### config.mk
export PLATFORM = sky130hd
export DESIGN_NAME = intel_vip_reset_sequencer
export DESIGN_NICKNAME = d
export VERILOG_FILES = /design/src/rtl/intel_vip_reset_sequencer.sv
export SDC_FILE = /design/constraint.sdc
export NUM_CORES = 1
export LEC_CHECK = 0
export ABC_AREA = 1
export BUFFER_PORTS_ARGS = -buffer_cell sky130_fd_sc_hd__clkbuf_2
export CAP_MARGIN = 25
export CORE_ASPECT_RATIO = 0.5
export CORE_MARGIN = 2
export CORE_UTILIZATION = 60
export CTS_CLUSTER_SIZE = 25
export DETAILED_ROUTE_END_ITERATION = 8
export PLACE_DENSITY = 0.79
export SLEW_MARGIN = 40
export SYNTH_ARGS = -nofsm -noshare
export SYNTH_HDL_FRONTEND = slang
export SYNTH_SLANG_ARGS = --single-unit
### constraint.sdc
create_clock -name clk_in -period 2.1 [get_ports clk_in]
set_input_delay 0.105 -clock clk_in [delete_from_list [all_inputs] [get_ports clk_in]]
set_output_delay 0.105 -clock clk_in [all_outputs]
set_load 0.01 [all_outputs]
### src/rtl/intel_vip_reset_sequencer.sv
// intel_vip_reset_sequencer
// Holds every downstream reset domain for a minimum time once the subsystem
// reset drops and the PLL is locked. It then releases the domains one at a
// time, in index order, with a fixed gap between releases. A PLL lock loss
// (once releasing has begun) or a software request restarts the sequence.
module intel_vip_reset_sequencer #(
  parameter int NUM_OUTPUTS        = 4,
  parameter int MIN_ASSERT_CYCLES  = 16,
  parameter int RELEASE_GAP_CYCLES = 8,
  parameter int LOCK_SYNC_DEPTH    = 3,
  parameter int CNT_WIDTH          = 16
) (
  input  logic                   clk_in,
  input  logic                   reset_in,
  input  logic                   pll_locked_in,
  input  logic                   sw_reset_req,
  output logic [NUM_OUTPUTS-1:0] reset_out,
  output logic                   reset_done,
  output logic [1:0]             seq_state
);

  // One extra index bit, so the index can step past the last output.
  localparam int IDX_W = $clog2(NUM_OUTPUTS + 1);

  typedef enum logic [1:0] {
    ST_ASSERT    = 2'd0,
    ST_WAIT_LOCK = 2'd1,
    ST_RELEASE   = 2'd2,
    ST_DONE      = 2'd3
  } state_t;

  state_t                     state_reg;
  logic [CNT_WIDTH-1:0]       cnt_reg;
  logic [IDX_W-1:0]           idx_reg;
  // Each domain reset fans out on local routing. Keep these flops off the
  // global clock/reset network so that bit-to-bit release timing holds.
  (* altera_attribute = "-name GLOBAL_SIGNAL OFF" *)
  logic [NUM_OUTPUTS-1:0]     reset_out_reg;
  logic                       reset_done_reg;
  logic [LOCK_SYNC_DEPTH-1:0] lock_sync_reg;

  logic lock_s;
  logic restart;
  logic assert_tc;
  logic release_tc;
  logic release_now;
  logic last_bit;

  assign lock_s = lock_sync_reg[LOCK_SYNC_DEPTH-1];

  // Lock loss only restarts the sequence once releasing has begun. While
  // the domains are still held in ASSERT, lock is checked only at terminal
  // count.
  assign restart = sw_reset_req |
                   (~lock_s & ((state_reg == ST_RELEASE) | (state_reg == ST_DONE)));

  assign assert_tc  = (state_reg == ST_ASSERT) &&
                      (cnt_reg == CNT_WIDTH'(MIN_ASSERT_CYCLES - 1));
  assign release_tc = (state_reg == ST_RELEASE) &&
                      (cnt_reg == CNT_WIDTH'(RELEASE_GAP_CYCLES - 1));

  // The first release (out of ASSERT or WAIT_LOCK) and every later gap
  // release do the same work: drop the next bit and restart the gap counter.
  assign release_now = (assert_tc & lock_s) |
                       ((state_reg == ST_WAIT_LOCK) & lock_s) |
                       release_tc;
  assign last_bit    = (idx_reg == IDX_W'(NUM_OUTPUTS - 1));

  // Bring the asynchronous PLL lock into the clk_in domain through a flop chain.
  always_ff @(posedge clk_in or posedge reset_in) begin
    if (reset_in) begin
      lock_sync_reg <= '0;
    end else begin
      lock_sync_reg <= {lock_sync_reg[LOCK_SYNC_DEPTH-2:0], pll_locked_in};
    end
  end

  // Sequencer FSM. Every output is driven directly from a register here.
  always_ff @(posedge clk_in or posedge reset_in) begin
    if (reset_in) begin
      state_reg      <= ST_ASSERT;
      cnt_reg        <= '0;
      idx_reg        <= '0;
      reset_out_reg  <= '1;
      reset_done_reg <= 1'b0;
    end else if (restart) begin
      state_reg      <= ST_ASSERT;
      cnt_reg        <= '0;
      idx_reg        <= '0;
      reset_out_reg  <= '1;
      reset_done_reg <= 1'b0;
    end else if (release_now) begin
      // Released bits form a contiguous low run, so a left shift clears
      // exactly bit idx_reg.
      reset_out_reg <= reset_out_reg << 1;
      idx_reg       <= idx_reg + IDX_W'(1);
      cnt_reg       <= '0;
      if (last_bit) begin
        state_reg      <= ST_DONE;
        reset_done_reg <= 1'b1;
      end else begin
        state_reg <= ST_RELEASE;
      end
    end else begin
      case (state_reg)
        ST_ASSERT: begin
          if (assert_tc) begin
            state_reg <= ST_WAIT_LOCK;
            cnt_reg   <= '0;
          end else begin
            cnt_reg <= cnt_reg + CNT_WIDTH'(1);
          end
        end
        ST_RELEASE: begin
          cnt_reg <= cnt_reg + CNT_WIDTH'(1);
        end
        default: begin
          // WAIT_LOCK and DONE hold with the counter idle.
          cnt_reg <= cnt_reg;
        end
      endcase
    end
  end

  assign reset_out  = reset_out_reg;
  assign reset_done = reset_done_reg;
  assign seq_state  = state_reg;

endmodule
==> results of run 1 <==
==> worst max-delay path: cells and delay by family, from the launching register on <==
kind / cells / cell delay (ns)
adder cells (fa/ha/maj): 1 / 0.29
AO/OA/AOI/OAI: 1 / 0.36
flip-flops: 1 / 0.42
AND/OR/NAND/NOR: 7 / 0.75
==> synthesized netlist by cell type (2+ instances only) <==
master    count
buf_2         2
a21oi_2       2
nand2_1      67
nor3_1        2
a21oi_1       2
o21ai_0       5
nor2_1       38
nand3_1      15
nand3_2       9
nand2_2       3
nand4_1      18
clkbuf_1      2
ha_1          3
inv_2         3
dfstp_2       4
xor2_1        6
dfrtp_1      25
nor2_2        2
inv_1        25
==> metrics by stage <==
stage / instance area, µm² / hold slack [ns] / setup slack (ns) / setup TNS, ns / utilization (%)
after CTS: 2010 / 0.238 / 0.193 / 0 / 74.0
after global routing: 2010 / 0.271 / 0.0425 / 0 / 74.0
after floorplan: 1780 / 0.136 / 0.511 / 0 / -
after global placement: 1880 / 0.169 / 0.166 / 0 / 69.1
after detailed placement: 1880 / 0.178 / -0.0215 / -0.0554 / 69.1
final: 2010 / 0.239 / 0.206 / 0 / 74.0
==> per-layer routing <==
layer,vias up,wire (µm),part of all wire [%],global-route usage (%)
li1,807,-,-,-
met3,12,343,8.7,7.54
met2,64,1750,44,41.2
met1,767,1790,45,34.7
met5,-,0,0,0
met4,0,76,1.9,10.8
==> path summary, 6_finish.rpt <==
kind	endpoint	slack (ns)	startpoint	cells past startpoint
hold / removal	reset_done	0.24	sw_reset_req	5
hold reg to reg	lock_sync_reg[2]	0.35	lock_sync_reg[1]	0
min in group asynchronous	lock_sync_reg[0]	0.42	reset_in	4
setup reg to reg	reset_out[3]	0.21	cnt_reg[0]	9
setup / recovery	reset_out[3]	0.21	cnt_reg[0]	9
max in group asynchronous	reset_out[1]	1.37	reset_in	4
==> power by group through the flow <==
stage / registers (mW) / clock network (mW) / logic [mW]
finish: 0.577 / 0.562 / 0.0625
global route: 0.578 / 0.588 / 0.0705
CTS: 0.577 / 0.564 / 0.0637
detailed placement: 0.587 / 0 / 0.0602
global placement: 0.586 / 0 / 0.0579
floorplan: 0.584 / 0 / 0.0437
==> cell families (layout without fill, tap and decap cells) <==
group,Yosys count,after routing
simple gates,158,158
buf+inv,35,52
flops,29,29
compound gates,10,10
xor+xnor,6,6
fa+ha+maj,3,3
==> what timing repair did <==
item	4_1_cts	5_1_grt
resized for setup	1	0
hold buffers	2	0
endpoints found under the setup margin	3	0
hold endpoints to repair	26	0
==> layout make-up <==
| cell class | instances | area, µm² | area share, % |
|---|---|---|---|
| Clock buffer | 5 | 68.8 | 3.42 |
| Clock inverter | 2 | 35.0 | 1.74 |
| Inverter | 28 | 105 | 5.23 |
| Multi-Input combinational cell | 177 | 916 | 45.6 |
| Sequential cell | 29 | 731 | 36.4 |
| Tap cell | 37 | 46.3 | 2.30 |
| Timing Repair Buffer | 17 | 108 | 5.35 |
==> flow_metrics.env, run 1 <==
export IMPL_row_count=13
export IMPL_dpl_hpwl_um=2710
export IMPL_rsz0062_at_grt="false"
export IMPL_root_buffer="clkbuf_8"
export IMPL_synth_area_mux_share_pct=0
export IMPL_yosysTopAreaCell="dfrtp_1"
export IMPL_drc=0
export IMPL_synthesis_area_mm2=0.00178
export IMPL_largest_reg_flops=16
export IMPL_start_util_pct=65.7
export IMPL_dieArea_mm2=0.00345
export IMPL_core_region_area_mm2=0.00272
export IMPL_vias=1650
export IMPL_grt_pass1_vias=1554
export IMPL_htreeDepth=2
export IMPL_pwr_share_comb_pct=5.2
export IMPL_port_buffers=10
export IMPL_syn_nets=248
export IMPL_gr_total_overflow=0
export IMPL_place_inst=286
export IMPL_drt_initial_drc_count=156
export IMPL_ys_flop_type="dfrtp_1"
export IMPL_syn_inst=241
export IMPL_leakagePower_nw=1.04
export IMPL_netlist_cell_type_count=27
export IMPL_cts_clk_slew_worst_paths_ns=0.06
export IMPL_synth_area_leaders="dfrtp_1 (35%), nand2_1 (14%), nor2_1 (8.0%), nand4_1 (6.3%), dfstp_2 (5.9%)"
export IMPL_die_y_um=42.6
export IMPL_cp_start_kind="flip-flop"
export IMPL_die_width_um=81.1
export IMPL_layout_common_cells="nand2_1 (67), nor2_1 (38), inv_1 (25), dfrtp_1 (25), nand4_1 (18)"
export IMPL_cts_buffer_depth=2
export IMPL_top_level_ports=11
export IMPL_synth_top_family_by_area="simple AND/OR/NAND/NOR gates"
export IMPL_cts_tree="done"
export IMPL_fin_nets=265
export IMPL_vdd_ir_drop_max_v=0.000468
export IMPL_clock_sinks=29
export IMPL_worstPathRequired_ns=2.32
export IMPL_drt_wl_total_um=3950
export IMPL_clock_skew_ns=0.00326
export IMPL_path_common_cell="nor2_1"
export IMPL_antenna_left=0
export IMPL_layout_drive_gt1_share_pct=18.2
export IMPL_grt_pass1_wl_um=6870
export IMPL_gp_routability_congestion=0.894
export IMPL_finalCriticalPeriod_ns=1.89
export IMPL_finalCritPeriodShare_pct=90.2
export IMPL_synth_top_cell_area_share_pct=35.1
export IMPL_synth_compound_area_share_pct=3.37
export IMPL_synth_seq_cells=29
export IMPL_grt_total_usage_pct=26.5
export IMPL_crit_chain="ha_1, nand3_2, nor2_1, nand2_1, nand2_2, a21oi_4, nand2_1, nor2_1, nor2_1"
export IMPL_postCtsSetupBuffers=0
export IMPL_n_fill_cell=226
export IMPL_syn_avg_cell_area_um2=7.40
export IMPL_viasPerCell=5.59
export IMPL_p_per_area_mw_per_mm2=598
export IMPL_crit_slowest_cell="dfrtp_1"
export IMPL_timing_slew_headroom_pct=73.8
export IMPL_antenna_found_initial=0
export IMPL_slowest_delay_ns=0.42
export IMPL_worstMarginPinSlew_ns=0.392
export IMPL_cp_max_fo=14
export IMPL_internal_power_mw=0.934
export IMPL_setup_viol=0
export IMPL_cp_arrival_ns=2.11
export IMPL_ys_seq_area_share_pct=41.0
export IMPL_switching_share_pct=22.2
export IMPL_synth_xor_area_share_pct=2.95
export IMPL_yosysWarnings=0
export IMPL_yosys_area_share_simple_pct=42.5
export IMPL_cts_made_buffers=5
export IMPL_p_clk_share_pct=46.8
export IMPL_hold_class="input port to flip-flop"
export IMPL_max_freq_mhz=528
export IMPL_power_frac_seq_pct=48.0
export IMPL_area_growth_pct=12.6
export IMPL_synth_fa_ha_area_share_pct=2.10
export IMPL_final_common_cell="nand2_1"
export IMPL_finalHoldViolCount=0
export IMPL_crit_path_end_kind="flip-flop"
export IMPL_status="completed"
export IMPL_postSynth_asyncResetShare_pct=100
export IMPL_grt_max_degree=30
export IMPL_switchingPower_mw=0.267
export IMPL_fin_cells=295
export IMPL_diodes=0
export IMPL_maxCapViolCount=0
export IMPL_drtPass1Iterations=4
export IMPL_crit_type="flip-flop to flip-flop"
export IMPL_clock_latency_ns=0.28
export IMPL_p_total_mw=1.20
export IMPL_synth_edf_count=0
export IMPL_slew_violations=0
export IMPL_wire_per_inst_um=13.4
Note: power is estimated with default switching activity, not from simulation.
==> run 2: changes to the inputs <==
--- a/config.mk
+++ b/config.mk
@@ -5,15 +5,14 @@
 export SDC_FILE = /design/constraint.sdc
 export NUM_CORES = 1
 export LEC_CHECK = 0
-export ABC_AREA = 1
 export BUFFER_PORTS_ARGS = -buffer_cell sky130_fd_sc_hd__clkbuf_2
 export CAP_MARGIN = 25
-export CORE_ASPECT_RATIO = 0.5
 export CORE_MARGIN = 2
-export CORE_UTILIZATION = 60
+export CORE_UTILIZATION = 58
 export CTS_CLUSTER_SIZE = 25
 export DETAILED_ROUTE_END_ITERATION = 8
-export PLACE_DENSITY = 0.79
+export PLACE_DENSITY = 0.77
+export SKIP_LAST_GASP = 1
 export SLEW_MARGIN = 40
 export SYNTH_ARGS = -nofsm -noshare
 export SYNTH_HDL_FRONTEND = slang
==> flow_metrics.env, run 2 <==
export IMPL_die_y_um=54.6
export IMPL_drt_initial_drc_count=25
export IMPL_hold_class="input port to flip-flop"
export IMPL_syn_avg_cell_area_um2=9.52
export IMPL_antenna_found_initial=0
export IMPL_drt_wl_total_um=3160
export IMPL_timing_rr_end="cnt_reg[9]"
export IMPL_grt_pass1_wl_um=5200
export IMPL_postSynth_asyncResetShare_pct=100
export IMPL_ys_seq_area_share_pct=49.2
export IMPL_reg2regPathDepth=6
export IMPL_gp_routability_congestion=0.885
export IMPL_antenna_left=0
export IMPL_finalHoldViolCount=0
export IMPL_status="completed"
export IMPL_vdd_ir_drop_max_v=0.000661
export IMPL_cts_made_buffers=5
export IMPL_cts_buffer_depth=2
export IMPL_synthesis_area_mm2=0.00149
export IMPL_core_region_area_mm2=0.00245
export IMPL_tns_ns=0
export IMPL_slew_violations=0
export IMPL_worstHoldPathCells=3
export IMPL_top_usage_layer="met2"
export IMPL_leakagePower_nw=0.749
export IMPL_viasPerCell=5.86
export IMPL_row_count=18
export IMPL_start_util_pct=60.5
export IMPL_setup_viol=0
export IMPL_synth_seq_cells=29
export IMPL_cp_max_fo=4
export IMPL_gr_total_overflow=0
export IMPL_cts_clk_slew_worst_paths_ns=0.10
export IMPL_vias=1224
export IMPL_cts_tree="done"
export IMPL_yosys_top_cells_count="dfrtp_1 (25), nor2_1 (25), nand3_1 (12), a21oi_1 (9)"
export IMPL_grt_max_degree=18
export IMPL_drc=0
export IMPL_dieArea_mm2=0.00298
export IMPL_use_met1_pct=31.0
export IMPL_area_growth_pct=16.8
export IMPL_finalCritPeriodShare_pct=92.7
export IMPL_place_ws_ns=0.102
export IMPL_root_buffer="clkbuf_4"
export IMPL_netlist_cell_type_count=38
export IMPL_p_per_area_mw_per_mm2=591
export IMPL_port_buffers=10
export IMPL_worstPathRequired_ns=2.33
export IMPL_postPlaceCellArea_mm2=0.00162
export IMPL_timing_slew_headroom_pct=64.8
export IMPL_synth_top_cell_area_share_pct=42.1
export IMPL_yosysWarnings=0
export IMPL_syn_inst=156
export IMPL_ys_flop_type="dfrtp_1"
export IMPL_gr_usage_met2_pct=42.1
export IMPL_worstMarginPinSlew_ns=0.527
export IMPL_clock_sinks=29
export IMPL_diodes=0
export IMPL_fin_ws_ns=0.154
export IMPL_grt_total_usage_pct=25.5
export IMPL_r2r_start="cnt_reg[0]"
export IMPL_die_width_um=54.6
export IMPL_drtPass1Iterations=4
export IMPL_syn_nets=163
export IMPL_maxCapViolCount=0
export IMPL_largest_reg_flops=16
export IMPL_cp_arrival_ns=2.18
export IMPL_grt_use_met3_pct=6.01
export IMPL_synth_edf_count=0
export IMPL_grt_pass1_vias=1155
export IMPL_design_area_mm2=0.00174
export IMPL_clock_skew_ns=0.0116
export IMPL_yosysTopAreaCell="dfrtp_1"
export IMPL_rsz0062_at_grt="false"
export IMPL_dpl_hpwl_um=2220
export IMPL_holdPathEnd="reset_out[0]"
export IMPL_fin_nets=185
export IMPL_r2r_setup_slack_ns=0.15
export IMPL_synth_area_leaders="dfrtp_1 (42%), dfstp_2 (7.1%), nor2_1 (6.3%), xor2_1 (4.1%), nand3_1 (4.0%)"
export IMPL_cp_startpoint="cnt_reg[0]"
export IMPL_top_level_ports=11
export IMPL_layout_common_cells="nor2_1 (25), dfrtp_1 (25), nand3_1 (12)"
export IMPL_htreeDepth=2
export IMPL_layout_drive_gt1_share_pct=21.8
export IMPL_cp_start_kind="flip-flop"
export IMPL_crit_path_end_kind="flip-flop"
export IMPL_p_total_mw=1.03
export IMPL_max_freq_mhz=514
export IMPL_wire_per_inst_um=15.1
export IMPL_clock_latency_ns=0.33
export IMPL_finalCriticalPeriod_ns=1.95
export IMPL_crit_type="flip-flop to flip-flop"
export IMPL_min_delay_start="sw_reset_req"
[run 2: metal layers]
layer / vias up / wire, µm
li1: 601 / -
met1: 591 / 1380
met2: 24 / 1620
met3: 8 / 97
met4: 0 / 61
met5: - / 0
[run 2: where the power goes]
group / switching (mW) / internal (mW) / leakage [nW]
logic: 0.0342 / 0.0213 / 0.325
clock network: 0.202 / 0.194 / 0.0413
registers: 0.00842 / 0.566 / 0.382
total: 0.244 / 0.781 / 0.749
[run 2: final cells by class]
type | count | area [µm²]
Clock buffer | 7 | 65.1
Clock inverter | 1 | 5.00
Fill cell | 188 | 719
Inverter | 7 | 26.3
Multi-Input combinational cell | 116 | 736
Sequential cell | 29 | 731
Tap cell | 30 | 37.5
Timing Repair Buffer | 19 | 135
[run 2: what timing repair did]
| item | CTS | global route |
|---|---|---|
| buffers inserted | 0 | 0 |
| endpoints found under the hold margin | 9 | 0 |
| resized for setup | 0 | 4 |
| hold buffers | 2 | 0 |
| endpoints found under the setup margin | 0 | 4 |
[run 2: cell families (layout without fill, tap and decap cells)]
group / Yosys count / count (layout) / synth area share, %
fa+ha+maj: 3 / 3 / 2.53
flops: 29 / 29 / 49.2
compound gates: 22 / 22 / 10.0
mux: 2 / 2 / 1.43
xor+xnor: 12 / 12 / 7.08
simple gates: 77 / 77 / 26.8
buf+inv: 11 / 34 / 2.95
[run 2: stage by stage]
step	std cells	hold slack, ns	utilization, %
after floorplan	156	0.136	-
after global placement	199	0.0993	66.0
after detailed placement	199	0.119	66.0
after CTS	209	0.109	69.7
after global routing	209	0.149	70.7
final	209	0.122	70.7
[run 2: worst max-delay path, cell delays in order, from the launching register on]
cell,delay (ns)
dfrtp_1,0.42
ha_1,0.22
nor3b_2,0.17
a41oi_2,0.22
nor2_1,0.09
or3_1,0.40
o41ai_1,0.33
[run 2: worst max-delay path by stage]
| stage | endpoint | slack, ns | cells after the start |
|---|---|---|---|
| 4_1_cts | cnt_reg[9] | 0.08 | 6 |
| 2_1_floorplan | cnt_reg[9] | 0.12 | 6 |
| 3_3_place_gp | cnt_reg[9] | 0.15 | 6 |
| 3_5_place_dp | cnt_reg[9] | 0.10 | 6 |
| 6_report | cnt_reg[9] | 0.15 | 6 |
| 5_1_grt | cnt_reg[9] | 0.001 | 6 |
